==> src/rtl/umni_pkg.sv <==
// umni_pkg: shared state encoding and defaults for the PC sequencer
package umni_pkg;
  typedef enum logic [1:0] {
    OCIOSO  = 2'd0,
    BUSCA   = 2'd1,
    EXECUTA = 2'd2,
    PARADO  = 2'd3
  } estado_t;
  localparam int LARGURA_END = 7;
  localparam int MAX_ESPERA_PADRAO = 15;
endpackage

==> src/rtl/sequenciador_pc_7bits_contador_espera.sv <==
// contador_espera: fetch wait counter; chegou flags that the current miss is the last one allowed
module contador_espera
  import umni_pkg::*;
#(
  parameter int MAX_ESPERA = MAX_ESPERA_PADRAO
) (
  input  logic clk,
  input  logic reset,
  input  logic limpa,
  input  logic incrementa,
  output logic chegou
);
  logic [7:0] r_cnt;
  always_ff @(posedge clk or posedge reset)
    if (reset) r_cnt <= '0;
    else r_cnt <= limpa ? '0 : incrementa ? r_cnt + 8'd1 : r_cnt;
  assign chegou = r_cnt == 8'(MAX_ESPERA - 1);
endmodule

==> src/rtl/sequenciador_pc_7bits.sv <==
// sequenciador_pc_7bits: fetch/execute PC sequencer with fetch timeout, jumps and halt.
// Define UMNI_PC_RETORNO_EN to enable the one-level call/return register.
module sequenciador_pc_7bits
  import umni_pkg::*;
#(
  parameter int LARGURA = LARGURA_END,
  parameter int END_INICIAL = 0,
  parameter int MAX_ESPERA = MAX_ESPERA_PADRAO
) (
  input  logic               clk,
  input  logic               reset,
  input  logic               inicia,
  input  logic               mem_pronto,
  input  logic               salto,
  input  logic               incondicional,
  input  logic               condicao,
  input  logic [LARGURA-1:0] endereco_salto,
  input  logic               halt,
  input  logic               chamada,
  input  logic               retorno,
  output logic [LARGURA-1:0] proximo,
  output logic               le_mem,
  output logic               ocupado,
  output logic               parado,
  output logic               erro,
  output logic               estouro
);
  estado_t r_estado, w_estado;
  logic [LARGURA-1:0] r_pc, w_pc, w_pc_inc, r_ret, w_ret;
  logic r_erro, w_erro, r_estouro, w_estouro;
  logic w_limpa, w_incr, w_chegou, w_salto_ef;
  contador_espera #(.MAX_ESPERA(MAX_ESPERA)) u_espera (
    .clk(clk), .reset(reset), .limpa(w_limpa), .incrementa(w_incr), .chegou(w_chegou)
  );
  assign w_pc_inc = r_pc + 1'b1;
  assign w_salto_ef = salto & (incondicional | condicao);
`ifdef UMNI_PC_RETORNO_EN
  always_ff @(posedge clk or posedge reset)
    if (reset) r_ret <= '0;
    else r_ret <= w_ret;
`else
  logic w_unused;
  assign w_unused = chamada ^ retorno;
  assign r_ret = '0;
`endif
  always_ff @(posedge clk or posedge reset)
    if (reset) begin
      r_estado <= OCIOSO;
      r_pc <= LARGURA'(END_INICIAL);
      r_erro <= 1'b0;
      r_estouro <= 1'b0;
    end else begin
      r_estado <= w_estado;
      r_pc <= w_pc;
      r_erro <= w_erro;
      r_estouro <= w_estouro;
    end
  always_comb begin
    w_estado = r_estado;
    w_pc = r_pc;
    w_ret = r_ret;
    w_erro = r_erro;
    w_estouro = 1'b0;
    w_limpa = 1'b1;
    w_incr = 1'b0;
    case (r_estado)
      OCIOSO: w_estado = inicia ? BUSCA : OCIOSO;
      BUSCA: begin
        w_limpa = mem_pronto | w_chegou;
        w_incr = ~w_limpa;
        w_estado = mem_pronto ? EXECUTA : w_chegou ? PARADO : BUSCA;
        w_erro = r_erro | (~mem_pronto & w_chegou);
      end
      EXECUTA: begin
        w_estado = halt ? PARADO : BUSCA;
        if (halt) w_pc = r_pc;
        else if (w_salto_ef) begin
          w_pc = endereco_salto;
`ifdef UMNI_PC_RETORNO_EN
          w_ret = chamada ? w_pc_inc : r_ret;
`endif
        end
`ifdef UMNI_PC_RETORNO_EN
        else if (retorno) w_pc = r_ret;
`endif
        else begin
          w_pc = w_pc_inc;
          w_estouro = &r_pc;
        end
      end
      PARADO: if (inicia) begin
        w_estado = BUSCA;
        w_pc = LARGURA'(END_INICIAL);
        w_erro = 1'b0;
      end
      default: w_estado = OCIOSO;
    endcase
  end
  assign proximo = r_pc;
  assign le_mem = r_estado == BUSCA;
  assign ocupado = r_estado == BUSCA || r_estado == EXECUTA;
  assign parado = r_estado == PARADO;
  assign erro = r_erro;
  assign estouro = r_estouro;
endmodule

==> config.mk <==
export PLATFORM = sky130hd
export DESIGN_NAME = sequenciador_pc_7bits
export DESIGN_NICKNAME = d
export VERILOG_FILES = /design/src/rtl/umni_pkg.sv /design/src/rtl/sequenciador_pc_7bits_contador_espera.sv /design/src/rtl/sequenciador_pc_7bits.sv
export SDC_FILE = /design/constraint.sdc
export NUM_CORES = 1
export LEC_CHECK = 0
export ABC_CLOCK_PERIOD_IN_PS = 2400
export CAP_MARGIN = 20
export CORE_MARGIN = 2
export CORE_UTILIZATION = 35
export CTS_CLUSTER_DIAMETER = 200
export DETAILED_ROUTE_END_ITERATION = 7
export GPL_TIMING_DRIVEN = 0
export PLACE_DENSITY_LB_ADDON = 0.05
export SYNTH_ARGS = -nofsm -noshare
export SYNTH_HDL_FRONTEND = slang
export SYNTH_HIERARCHICAL = 1
export SYNTH_SLANG_ARGS = --single-unit
==> constraint.sdc <==
create_clock -name clk -period 2.4 [get_ports clk]
set_clock_uncertainty 0.15 [all_clocks]
set_input_delay 0.48 -clock clk [delete_from_list [all_inputs] [get_ports clk]]
set_output_delay 0.48 -clock clk [all_outputs]
set_load 0.03 [all_outputs]
Yosys cells after proc, flatten, opt, wreduce, memory -nomap -nowiden
Cells that the tools add are included.
{"block": "op_classes", "n_addsub": 2, "eq_ne": 6, "muxes": 19, "bitwise_logic": 7, "reduce_logical": 8}
{"cell": "7-bit two-way mux", "n": 3}
{"cell": "8-bit two-way mux", "n": 2}
{"cell": "7-bit one-hot mux with 2 select lines", "n": 1}
{"cell": "8-bit by 1-bit adder with 8-bit output, second input constant", "n": 1}
{"cell": "8-bit by 4-bit equality test with 1-bit output, second input constant", "n": 1}
{"cell": "2-bit two-way mux", "n": 4}
{"cell": "2-bit one-hot mux with 4 select lines", "n": 1}
{"cell": "7-bit by 1-bit adder with 7-bit output, second input constant", "n": 1}
{"cell": "1-bit two-way mux", "n": 7}
{"cell": "7-bit AND reduction", "n": 1}
{"cell": "2-bit nonzero test", "n": 3}
{"cell": "2-bit equality test, second input constant", "n": 2}
{"cell": "2-bit inequality test, second input constant", "n": 2}
{"cell": "1-bit bitwise OR", "n": 3}
{"cell": "3-bit AND reduction", "n": 1}
{"cell": "1-bit AND", "n": 2}
{"cell": "2-bit by 1-bit equality test with 1-bit output, second input constant", "n": 1}
{"cell": "2-bit zero test", "n": 1}
{"cell": "1-bit inverter", "n": 2}
{"cell": "1-bit one-hot mux with 2 select lines", "n": 1}
{"cell": "2-bit AND reduction", "n": 1}
{"cell": "1-bit logical OR", "n": 1}
{"block": "totals", "regBits": 19, "inputBits": 17, "out_inout_bits": 12, "wordCells": 47}

Depth between registers and ports, before layout
{"block": "depth", "ltp_word": 6, "mapped_depth": 10, "depth_no_buf": 9}

Modules after synthesis
Netlist, hierarchy kept.
{"module": "sequenciador_pc_7bits", "n_inst": 1, "cells_each": 80, "area_each_um2": 734.5, "seq_area_each_um2": 275.3}
{"module": "contador_espera", "n_inst": 1, "cells_each": 42, "area_each_um2": 411.6, "seq_area_each_um2": 200.2}

Least setup slack after synthesis
No wires, ideal clock.
{"block": "synth_timing", "path_kind": "reg-to-reg", "startpoint": "register r_estado[1]", "endpoint": "register u_espera.r_cnt[7]", "setup_ns": 0.078, "arrival_ns": 1.855, "path_slack_ns": 0.317, "stages_incl_launch_ff": 10, "synth_period_minus_slack_ns": 2.083, "cell_sequence": "dfrtp_1 > inv_1 > ha_1 > nor2b_1 > nand2b_1 > inv_1 > buf_2 > nand4_1 > or3_1 > a21oi_1"}
{"block": "synth_between", "elab_chain_len": 3, "elab_cells_between_ends": 5}
{"item": "start: declaration", "line": "sequenciador_pc_7bits.sv:28", "text": "estado_t r_estado, w_estado;"}
{"item": "start signal: assignment", "line": "sequenciador_pc_7bits.sv:53", "text": "r_estado <= w_estado;"}
{"item": "2-bit by 1-bit equality test with 1-bit output (*)"}
{"item": "named net le_mem", "line": "sequenciador_pc_7bits.sv:22", "text": "output logic le_mem,"}
{"item": "1-bit two-way mux (*)", "line": "sequenciador_pc_7bits.sv:66", "text": "case (r_estado)"}
{"item": "named net w_limpa", "line": "sequenciador_pc_7bits.sv:31", "text": "logic w_limpa, w_incr, w_chegou, w_salto_ef;"}
{"item": "8-bit two-way mux or 2-bit nonzero test (tied branches)"}
{"item": "end signal: assignment", "line": "sequenciador_pc_7bits_contador_espera.sv:16", "text": "else r_cnt <= limpa ? '0 : incrementa ? r_cnt + 8'd1 : r_cnt;"}
{"item": "end: declaration", "line": "sequenciador_pc_7bits_contador_espera.sv:13", "text": "logic [7:0] r_cnt;"}
The timed path passes the listed nets; every way through them passes the cells marked *.
A chain may end at the register's enable or synchronous reset.

Final worst setup path
{"block": "layout_timing", "startpoint": "register r_estado[1]", "endpoint": "output port le_mem"}
{"block": "layout_between", "elab_chain_len": 1}
{"item": "2-bit by 1-bit equality test with 1-bit output", "line": "sequenciador_pc_7bits.sv:100", "text": "assign le_mem = r_estado == BUSCA;"}
{"item": "end: declaration", "line": "sequenciador_pc_7bits.sv:22"}
No other way between the ends.

==> metrics.txt <==
status=completed; CTS tree=done; Total GRT Usage=0.159; Post-DRT Antenna Nets=0; critical path class=flip-flop to primary output; synthesis-to-finish area growth=30.6%; maximum vdd drop=0.000335 V; Root Buffer=clkbuf_4; # Max-Cap Violations=0; worst skew pair latency=300 ps; Net Count, Synth=146; commonest non-fill, non-tap cell in the layout=clkdlybuf4s50_1; Req. time, crit path=1770 ps; Placed Cells=192; DRT Wirelength=2.57 mm; Placer Congestion=0.765; first-pass GRT wire length=4.43 mm; ANT cells=0; CP max stage cell=clkdlybuf4s50_1; leading cell types in the layout, fill and taps excluded=clkdlybuf4s50_1, dfrtp_1, o21ai_1, a21oi_1, nor2_1; Sink Count=19; Final Cycle Share=0.956; Warnings, synthesis=6; top cells by area, synth=dfrtp_1, ha_1, a21oi_1; hold slack final=299 ps; Critical Path AT=1660 ps; leading area contributor after synthesis=dfrtp_1; Seq/Total Area, Yosys=0.415; post-route insts no fill=196; Slew Limit Fails=0; Core ar.=0.00308 mm^2; RSZ-0062 raised after global routing=false; Final Hold Fails=0; f_max=436 MHz; IO Port Bufs=26; minimum clock period=2290 ps; Die H=61.2 um; 1st-iter DRT viols=43; I/O Pins=29; antenna violations before repair=0; Clock Tree Buf Depth=2; P_leak=0.634 nW; syn_area_per_cell=9.39 um^2; DP Worst Slack=68.6 ps; Vias=1006; HP Class=input pin to async pin; final setup fails=0; CTS buffer count=3; Setup crit start kind=flip-flop; Final HPWL DP=1.93 mm; Relative slew margins=0.574; row count=20; Mapped Cells=122; Die X=61.2 um; Via density=5.13; CP max stage delay=670 ps; top cell type's share of synthesized area=0.415; Distinct cells, synth=39; largest net degree at the start of global routing=12; crit-path cells=inv_1 -> ha_1 -> clkdlybuf4s50_1; flops & latches, synth=19; crit path max fanout=3; routed len/inst=13.1 um; # DRC=0; drt first pass iters=4; Core Util, Final=0.486; htree depth=1; number of global-route vias before repair=1008; Crit. End Element=primary output; Die ar.=0.00375 mm^2; Worst-Margin Slew=636 ps; nets=177; Final Worst Setup Slack=106 ps; hold buffer count at cts=0; clk slew on worst S/H paths=120 ps; Initial Util=0.372; Post-Syn Area=0.00115 mm^2; grt ovf=0; Post-Route Setup TNS=0 ps; layout cell share with drive strength beyond 1=0.112; Power per Cell Area=878 mW/mm^2
==> power breakdown <==
group / internal, mW / leakage, nW / switching, mW
combinational: 0.284 / 0.360 / 0.386
sequential: 0.388 / 0.256 / 0.0885
clock: 0.0621 / 0.0177 / 0.105
total: 0.734 / 0.634 / 0.579
==> routing by layer <==
metal | wire [um] | global-route usage | up-vias
li1 | - | - | 505
met1 | 1280 | 0.221 | 483
met2 | 1170 | 0.257 | 16
met3 | 98 | 0.0189 | 2
met4 | 21 | 0.0559 | 0
met5 | 0 | 0 | -
==> logic make-up (layout without fill, tap and decap cells) <==
group	Yosys count	after routing	share of synthesized area
and+or+nand+nor	46	46	0.247
AOI/OAI and AO/OA	34	34	0.176
DFF	19	19	0.415
buffers and inverters	11	41	0.0469
adders and majority gates	7	7	0.0764
xor gates and xnor gates	4	4	0.0306
muxes	1	1	0.00873
==> cell usage after synthesis, drive strengths merged <==
| library cell | n |
|---|---|
| dfrtp | 19 |
| o21ai | 16 |
| a21oi | 10 |
| nor2 | 8 |
| ha | 7 |
| inv | 7 |
| nand2 | 7 |
| nor3 | 6 |
| and3 | 4 |
| nand3 | 4 |
| nand4 | 4 |
| buf | 3 |
| or3 | 3 |
| xor2 | 3 |
| a22oi | 2 |
| nand2b | 2 |
| nor4 | 2 |
| a211oi | 1 |
| a311oi | 1 |
| and3b | 1 |
| clkbuf | 1 |
| mux2i | 1 |
| nand4b | 1 |
| nor2b | 1 |
| nor3b | 1 |
| o211ai | 1 |
| o21a | 1 |
| o22a | 1 |
| o2bb2ai | 1 |
| or3b | 1 |
| or4b | 1 |
| xnor2 | 1 |
==> timing repair <==
action,CTS,global route
buffers inserted,0,0
resized for setup,1,2
endpoints found under the setup margin,1,3
==> worst max-delay path: cells and delay by family, from the launching register on <==
kind / cells / cell delay (ps)
flops: 1 / 420
buf+inv: 2 / 770
fa+ha+maj: 1 / 170
==> cell type report <==
class | count | area [um^2]
multi-input combinational | 92 | 623
clock inverter | 1 | 5.00
timing repair buffer | 26 | 262
tap | 44 | 55.1
inverter | 7 | 26.3
sequential | 19 | 475
buffer | 4 | 27.5
fill | 314 | 1580
clock buffer | 3 | 22.5
==> path summary, 6_finish.rpt <==
kind / start / cells after the start / slack, ps / to
hold reg to reg: erro / 1 / 370 / erro
hold / removal: reset / 2 / 300 / u_espera/r_cnt[5]
setup reg to reg: r_estado[1] / 9 / 250 / u_espera/r_cnt[7]
max in group asynchronous: reset / 2 / 1450 / erro
setup / recovery: r_estado[1] / 3 / 110 / le_mem
min in group clk: erro / 1 / 370 / erro
==> flip-flops by register name, summed over array words and instances (netlist names) <==
name,cells
r_estado,2
u_espera/r_cnt,8
erro,1
proximo,7
estouro,1
==> stage by stage <==
step	cell area (um^2)	power, mW
after CTS	1490	1.34
after global routing	1500	1.42
after detailed placement	1460	1.16
after global placement	1460	1.15
final	1500	1.31
after floorplan	1150	0.918
Power figures use the tool's default switching activity.
